===== config.mk =====
export PLATFORM = sky130hd
export DESIGN_NAME = simple_exec_core
export DESIGN_NICKNAME = d
export VERILOG_FILES = /design/src/rtl/simple_exec_pkg.sv /design/src/rtl/simple_exec_regfile.sv /design/src/rtl/simple_exec_core.sv
export SDC_FILE = /design/constraint.sdc
export NUM_CORES = 2
export LEC_CHECK = 0
export BUFFER_PORTS_ARGS = -buffer_cell sky130_fd_sc_hd__buf_2
export CAP_MARGIN = 25
export CORE_AREA = 8 8 478 363
export CTS_CLUSTER_SIZE = 16
export DETAILED_ROUTE_END_ITERATION = 6
export DIE_AREA = 0 0 486 371
export GPL_ROUTABILITY_DRIVEN = 1
export GPL_TIMING_DRIVEN = 0
export PLACE_DENSITY = 0.63
export SYNTH_ARGS = -nofsm -noshare
export SYNTH_HDL_FRONTEND = slang
export SYNTH_SLANG_ARGS = --single-unit

===== constraint.sdc =====
create_clock -name clock -period 12.65 [get_ports clock]
set_input_delay 2.53 -clock clock [delete_from_list [all_inputs] [get_ports clock]]
set_output_delay 2.53 -clock clock [all_outputs]
set_load 0.1 [all_outputs]

===== src/rtl/simple_exec_pkg.sv =====
// Shared constants and decode helpers for the simple_exec_core bring-up core.
package simple_exec_pkg;
  localparam int XLEN  = 32;
  localparam int NREGS = 32;

  localparam logic [XLEN-1:0] PC_RESET = 32'h0000_0000;
  localparam logic [XLEN-1:0] PC_STEP  = 32'd4;

  localparam logic [6:0] OP_R   = 7'b0110011;
  localparam logic [6:0] OP_IMM = 7'b0010011;
  localparam logic [2:0] F3_ADD = 3'b000;
  localparam logic [6:0] F7_ADD = 7'b0000000;
  localparam logic [6:0] F7_SUB = 7'b0100000;

  function automatic logic [XLEN-1:0] sext_imm12(input logic [XLEN-1:0] ir);
    return {{20{ir[31]}}, ir[31:20]};
  endfunction
endpackage


===== src/rtl/simple_exec_regfile.sv =====
// 32x32 register file: x0 hard-zero, two combinational read ports plus a debug
// read port, one synchronous write port, asynchronous active-low clear.
module simple_exec_regfile
  import simple_exec_pkg::*;
(
  input  logic            clock,
  input  logic            reset,
  input  logic [4:0]      rs1_addr,
  input  logic [4:0]      rs2_addr,
  input  logic [4:0]      dbg_addr,
  input  logic [4:0]      wr_addr,
  input  logic [XLEN-1:0] wr_data,
  input  logic            wr_en,
  output logic [XLEN-1:0] rs1_data,
  output logic [XLEN-1:0] rs2_data,
  output logic [XLEN-1:0] dbg_data
);

  logic [XLEN-1:0] regs [NREGS];

  always_ff @(posedge clock or negedge reset) begin
    if (!reset) begin
      for (int i = 0; i < NREGS; i++) regs[i] <= '0;
    end else if (wr_en && (wr_addr != 5'd0)) begin
      regs[wr_addr] <= wr_data;
    end
  end

  // No bypass: a read of the register being written returns the old value.
  assign rs1_data = (rs1_addr == 5'd0) ? '0 : regs[rs1_addr];
  assign rs2_data = (rs2_addr == 5'd0) ? '0 : regs[rs2_addr];
  assign dbg_data = (dbg_addr == 5'd0) ? '0 : regs[dbg_addr];

endmodule


===== src/rtl/simple_exec_core.sv =====
// Single-issue RV32 execute core (ADD/SUB, optional ADDI) for fetch/decode/WB bring-up.
// ADDI support is enabled by defining SIMPLE_EXEC_CORE_ADDI_EN.
module simple_exec_core
  import simple_exec_pkg::*;
(
  input  logic            clock,
  input  logic            reset,
  output logic [XLEN-1:0] imem_addr,
  input  logic [XLEN-1:0] imem_data,
  output logic [XLEN-1:0] pc,
  output logic [XLEN-1:0] instruction,
  output logic [XLEN-1:0] alu_result,
  output logic            reg_we,
  input  logic [4:0]      dbg_addr,
  output logic [XLEN-1:0] dbg_data
);

  logic [XLEN-1:0] pc_q;
  logic [XLEN-1:0] ir_q;

  always_ff @(posedge clock or negedge reset) begin
    if (!reset) begin
      pc_q <= PC_RESET;
      ir_q <= '0;
    end else begin
      pc_q <= pc_q + PC_STEP;
      ir_q <= imem_data;
    end
  end

  logic [6:0] opcode;
  logic [4:0] rd;
  logic [2:0] funct3;
  logic [4:0] rs1;
  logic [4:0] rs2;
  logic [6:0] funct7;

  assign opcode = ir_q[6:0];
  assign rd     = ir_q[11:7];
  assign funct3 = ir_q[14:12];
  assign rs1    = ir_q[19:15];
  assign rs2    = ir_q[24:20];
  assign funct7 = ir_q[31:25];

  logic is_add;
  logic is_sub;
  logic is_addi;

  assign is_add = (opcode == OP_R) && (funct3 == F3_ADD) && (funct7 == F7_ADD);
  assign is_sub = (opcode == OP_R) && (funct3 == F3_ADD) && (funct7 == F7_SUB);
`ifdef SIMPLE_EXEC_CORE_ADDI_EN
  assign is_addi = (opcode == OP_IMM) && (funct3 == F3_ADD);
`else
  assign is_addi = 1'b0;
`endif

  logic [XLEN-1:0] rs1_data;
  logic [XLEN-1:0] rs2_data;

  always_comb begin
    alu_result = '0;
    if (is_add)      alu_result = rs1_data + rs2_data;
    else if (is_sub) alu_result = rs1_data - rs2_data;
`ifdef SIMPLE_EXEC_CORE_ADDI_EN
    else if (is_addi) alu_result = rs1_data + sext_imm12(ir_q);
`endif
  end

  assign reg_we      = is_add | is_sub | is_addi;
  assign imem_addr   = pc_q;
  assign pc          = pc_q;
  assign instruction = ir_q;

  simple_exec_regfile u_regfile (
    .clock    (clock),
    .reset    (reset),
    .rs1_addr (rs1),
    .rs2_addr (rs2),
    .dbg_addr (dbg_addr),
    .wr_addr  (rd),
    .wr_data  (alu_result),
    .wr_en    (reg_we),
    .rs1_data (rs1_data),
    .rs2_data (rs2_data),
    .dbg_data (dbg_data)
  );

endmodule


==> flow_metrics.py <==
metrics = {
    "logic_synthesis": {
        "ys.flop_type": "dfrtp_1",
        "synthCells": 5732,
        "yosysWarnings": 0,
        "avgSynthCellArea_um2": 11.51,
        "netlist-cell-type-count": 70,
        "async_flop_share": 1.000,
        "synth-seq-area-share": 0.4118,
        "synth-edff-count": 0,
        "ys_ff_latch": 1086,
        "syn_area_um2": 65990,
    },
    "power": {
        "powerDensity_nw_per_um2": 107.9,
        "ir_drop_mv": 0.1187,
        "clkPwrFrac": 0.464,
        "cellLeakagePower_nw": 31.66,
        "seqPwrFrac": 0.423,
        "p_int_mw": 5.935,
        "sw_frac_of_total": 0.2798,
        "switching_power_mw": 2.306,
        "power_frac_comb": 0.113,
    },
    "die": {
        "die_area_um2": 180300,
        "num_rows": 130,
        "io_pins": 200,
        "core_area_um2": 166100,
        "start_util": 0.3973,
        "fp.dieW_um": 486,
        "fp.dieH_um": 371,
    },
    "sta": {
        "finalSetupTns_ns": -0.8147,
        "finalCriticalPeriod_ns": 12.84,
        "report.final.hold_viol_count": 0,
        "finalClockSkew_ns": 0.04742,
        "fmax_ghz": 0.07789,
        "timing.final.ws_setup_ns": -0.1880,
        "worstMarginPinSlew_ns": 1.280,
        "relSlewSlack": 0.1468,
        "rsz0062_at_grt": "no",
        "setup_viol": 7,
        "fin_crit_sh": 1.015,
        "slew_viol_final": 0,
    },
    "run_status": {
        "violations": "setup timing",
        "status": "finished, violations left",
    },
    "routing": {
        "drc": 0,
        "avgRoutedWirePerCell_um": 39.07,
        "viasPerCell": 6.869,
        "dr.pass1.iters": 7,
        "ant_nets": 0,
        "totalWireLength_mm": 334.0,
        "vias": 58720,
        "drt_iter0_markers": 10350,
    },
    "global_routing": {
        "overflow": 0,
        "grt_pass1_wl_mm": 454.3,
        "grt_pass1_vias": 55410,
        "track_usage": 0.3623,
        "antenna_found_initial": 29,
        "grt_max_degree": 158,
    },
    "clock_network": {
        "numCtsBuffers": 115,
        "clkSinkCount": 1086,
        "h-tree-depth": 3,
        "postCtsSetupRepairBufs": 0,
        "cts-root-buf": "clkbuf_16",
        "cts_max_path_buffers": 3,
        "clock_latency_ns": 0.81,
        "clk_pin_slew_ns": 0.06,
        "cts_tree": "yes",
    },
    "placement": {
        "place_ws_ns": -0.3632,
        "io_buffers": 192,
        "place_hpwl_mm": 261.2,
        "globalplace.congestion": 1.062,
    },
    "finish": {
        "fin_nets": 6283,
        "drive_above_1_share": 0.2553,
        "multi_input_area_um2": 35940,
        "areaGrowthSynthToFinish_pct": 15.76,
        "fill_cells": 15370,
        "seqCellArea_um2": 27180,
    },
    "worst_setup_path": {
        "crit_path_start_kind": "flip-flop",
        "path_max_fanout": 11,
        "critical_path_required_ns": 10.12,
        "arrival_ns": 10.31,
        "crit_type": "reg2out",
        "endpoint_kind": "output pin",
    },
    "hold_path": {
        "hp-class": "reg2reg",
    },
    "run": {
        "max_cap_viol_count": 0,
    },
}
## state kept, by name (all words and copies together), names as in the netlist
signal          flops
u_regfile.regs   1024
instruction        32
imem_addr          30
## cells in the final DEF (no fill, tap or decap), types with 47 or more instances in the layout
cell / synthesis / layout
dfrtp_1: 1086 / 1085
clkbuf_16: 0 / 116
buf_8: 0 / 106
ha_1: 63 / 63
a21oi_1: 73 / 72
clkbuf_1: 474 / 479
mux2i_1: 131 / 131
mux4_2: 870 / 870
o21ai_0: 992 / 990
buf_2: 30 / 236
nor2_1: 127 / 127
buf_4: 40 / 47
nand2_1: 1122 / 1122
inv_1: 89 / 89
buf_1: 93 / 65
## power groups by stage
stage          Clock (mW)  Combinational [mW]  Sequential, mW
3_5_place_dp            0               0.872            3.55
4_1_cts              3.82               0.874            3.49
3_3_place_gp            0               0.812            3.56
2_1_floorplan           0               0.378            3.59
6_report             3.82               0.933            3.49
5_1_grt              3.94               0.941            3.49
## critical path, cell delays in order (launching register included)
cell	delay, ns
dfrtp_1	0.54
buf_2	0.30
buf_2	0.28
clkdlybuf4s15_1	0.67
nand2_1	0.70
clkbuf_1	0.99
o221ai_1	0.24
a221oi_1	0.53
nor3_1	0.19
ha_1	0.40
clkbuf_2	0.36
nor3_1	0.53
nand2_1	0.12
a31oi_1	0.54
buf_4	0.33
nor2_1	0.10
a2bb2oi_1	0.49
a311oi_1	0.21
a21oi_1	0.19
xnor2_1	0.32
nand2_1	0.52
clkbuf_1	0.34
inv_1	0.11
buf_2	0.43
## stage by stage
| stage | power, mW | hold slack [ns] | cell area, um2 | util | instances |
|---|---|---|---|---|---|
| after detailed placement | 4.423 | 0.4879 | 71610 | 0.4312 | 8278 |
| after CTS | 8.181 | 0.5056 | 75800 | 0.4564 | 8489 |
| after global routing | 8.368 | 0.5229 | 76320 | 0.4596 | 8522 |
| after global placement | 4.368 | 0.4761 | 69770 | 0.4201 | 8171 |
| after floorplan | 3.964 | 0.4550 | 66000 | - | 5735 |
| final | 8.241 | 0.5068 | 76390 | 0.4600 | 8548 |
## worst paths after layout
path / start / to / slack [ns] / cells past startpoint
setup / recovery: instruction[16] / alu_result[20] / -0.19 / 23
hold / removal: imem_addr[19] / imem_addr[19] / 0.51 / 1
setup reg to reg: instruction[16] / u_regfile.regs[566] / 2.84 / 23
hold reg to reg: imem_addr[19] / imem_addr[19] / 0.51 / 1
max in group asynchronous: reset / instruction[9] / 8.47 / 4
min in group asynchronous: reset / u_regfile.regs[246] / 1.74 / 1
## kinds of logic after synthesis
group	after synthesis	share of synthesized area
DFF	1086	0.4118
other	1	0.00005683
buffers and inverters	732	0.04494
AOI/OAI and AO/OA	1340	0.1136
and+or+nand+nor	1411	0.08582
xor gates and xnor gates	55	0.007414
adders and majority gates	65	0.01255
muxes	1042	0.3238
## what timing repair did
action,CTS,global route
hold buffers,0,0
endpoints found under the setup margin,17,15
resized for setup,14,18
## synthesized netlist by cell type (10+ instances only)
cell type / instances / area, um2
a211oi_1: 19 / 142.6
o21ai_0: 992 / 4965
a21oi_1: 73 / 365.4
nor2b_1: 14 / 87.58
a22o_1: 11 / 96.34
a221oi_1: 19 / 166.4
o211ai_1: 13 / 97.59
a211o_1: 10 / 87.58
mux2i_1: 131 / 1311
xnor2_1: 46 / 402.9
ha_1: 63 / 788.3
clkbuf_1: 474 / 1779
buf_2: 30 / 150.1
nand2b_1: 40 / 250.2
buf_1: 93 / 349.1
nand4_1: 10 / 62.56
a31oi_1: 10 / 62.56
nor3_1: 30 / 150.1
mux2_2: 41 / 461.7
o221ai_1: 26 / 227.7
nand2_1: 1122 / 4212
o22ai_1: 28 / 175.2
o21ai_2: 29 / 254.0
o21ai_1: 13 / 65.06
and3_1: 12 / 75.07
nor2_1: 127 / 476.7
a21o_1: 45 / 337.8
mux4_2: 870 / 19590
dfrtp_1: 1086 / 27180
nand3_1: 22 / 110.1
buf_4: 40 / 300.3
inv_1: 89 / 334.1
## metal layers
metal | wire length (um) | track usage
met5 | 353 | 0.009657
met4 | 23930 | 0.2076
met3 | 56420 | 0.1885
met2 | 128200 | 0.4644
met1 | 125000 | 0.4834
## area by class of cell
| class | count | area share |
|---|---|---|
| Sequential cell | 1086 | 0.3558 |
| Clock buffer | 166 | 0.04413 |
| Timing Repair Buffer | 331 | 0.04195 |
| Multi-Input combinational cell | 3917 | 0.4705 |
| Buffer | 637 | 0.03526 |
| Inverter | 91 | 0.004472 |
| Antenna cell | 29 | 0.0009500 |
| Tap cell | 2244 | 0.03676 |
| Clock inverter | 47 | 0.01025 |
Note: power is estimated with default switching activity, not from simulation.
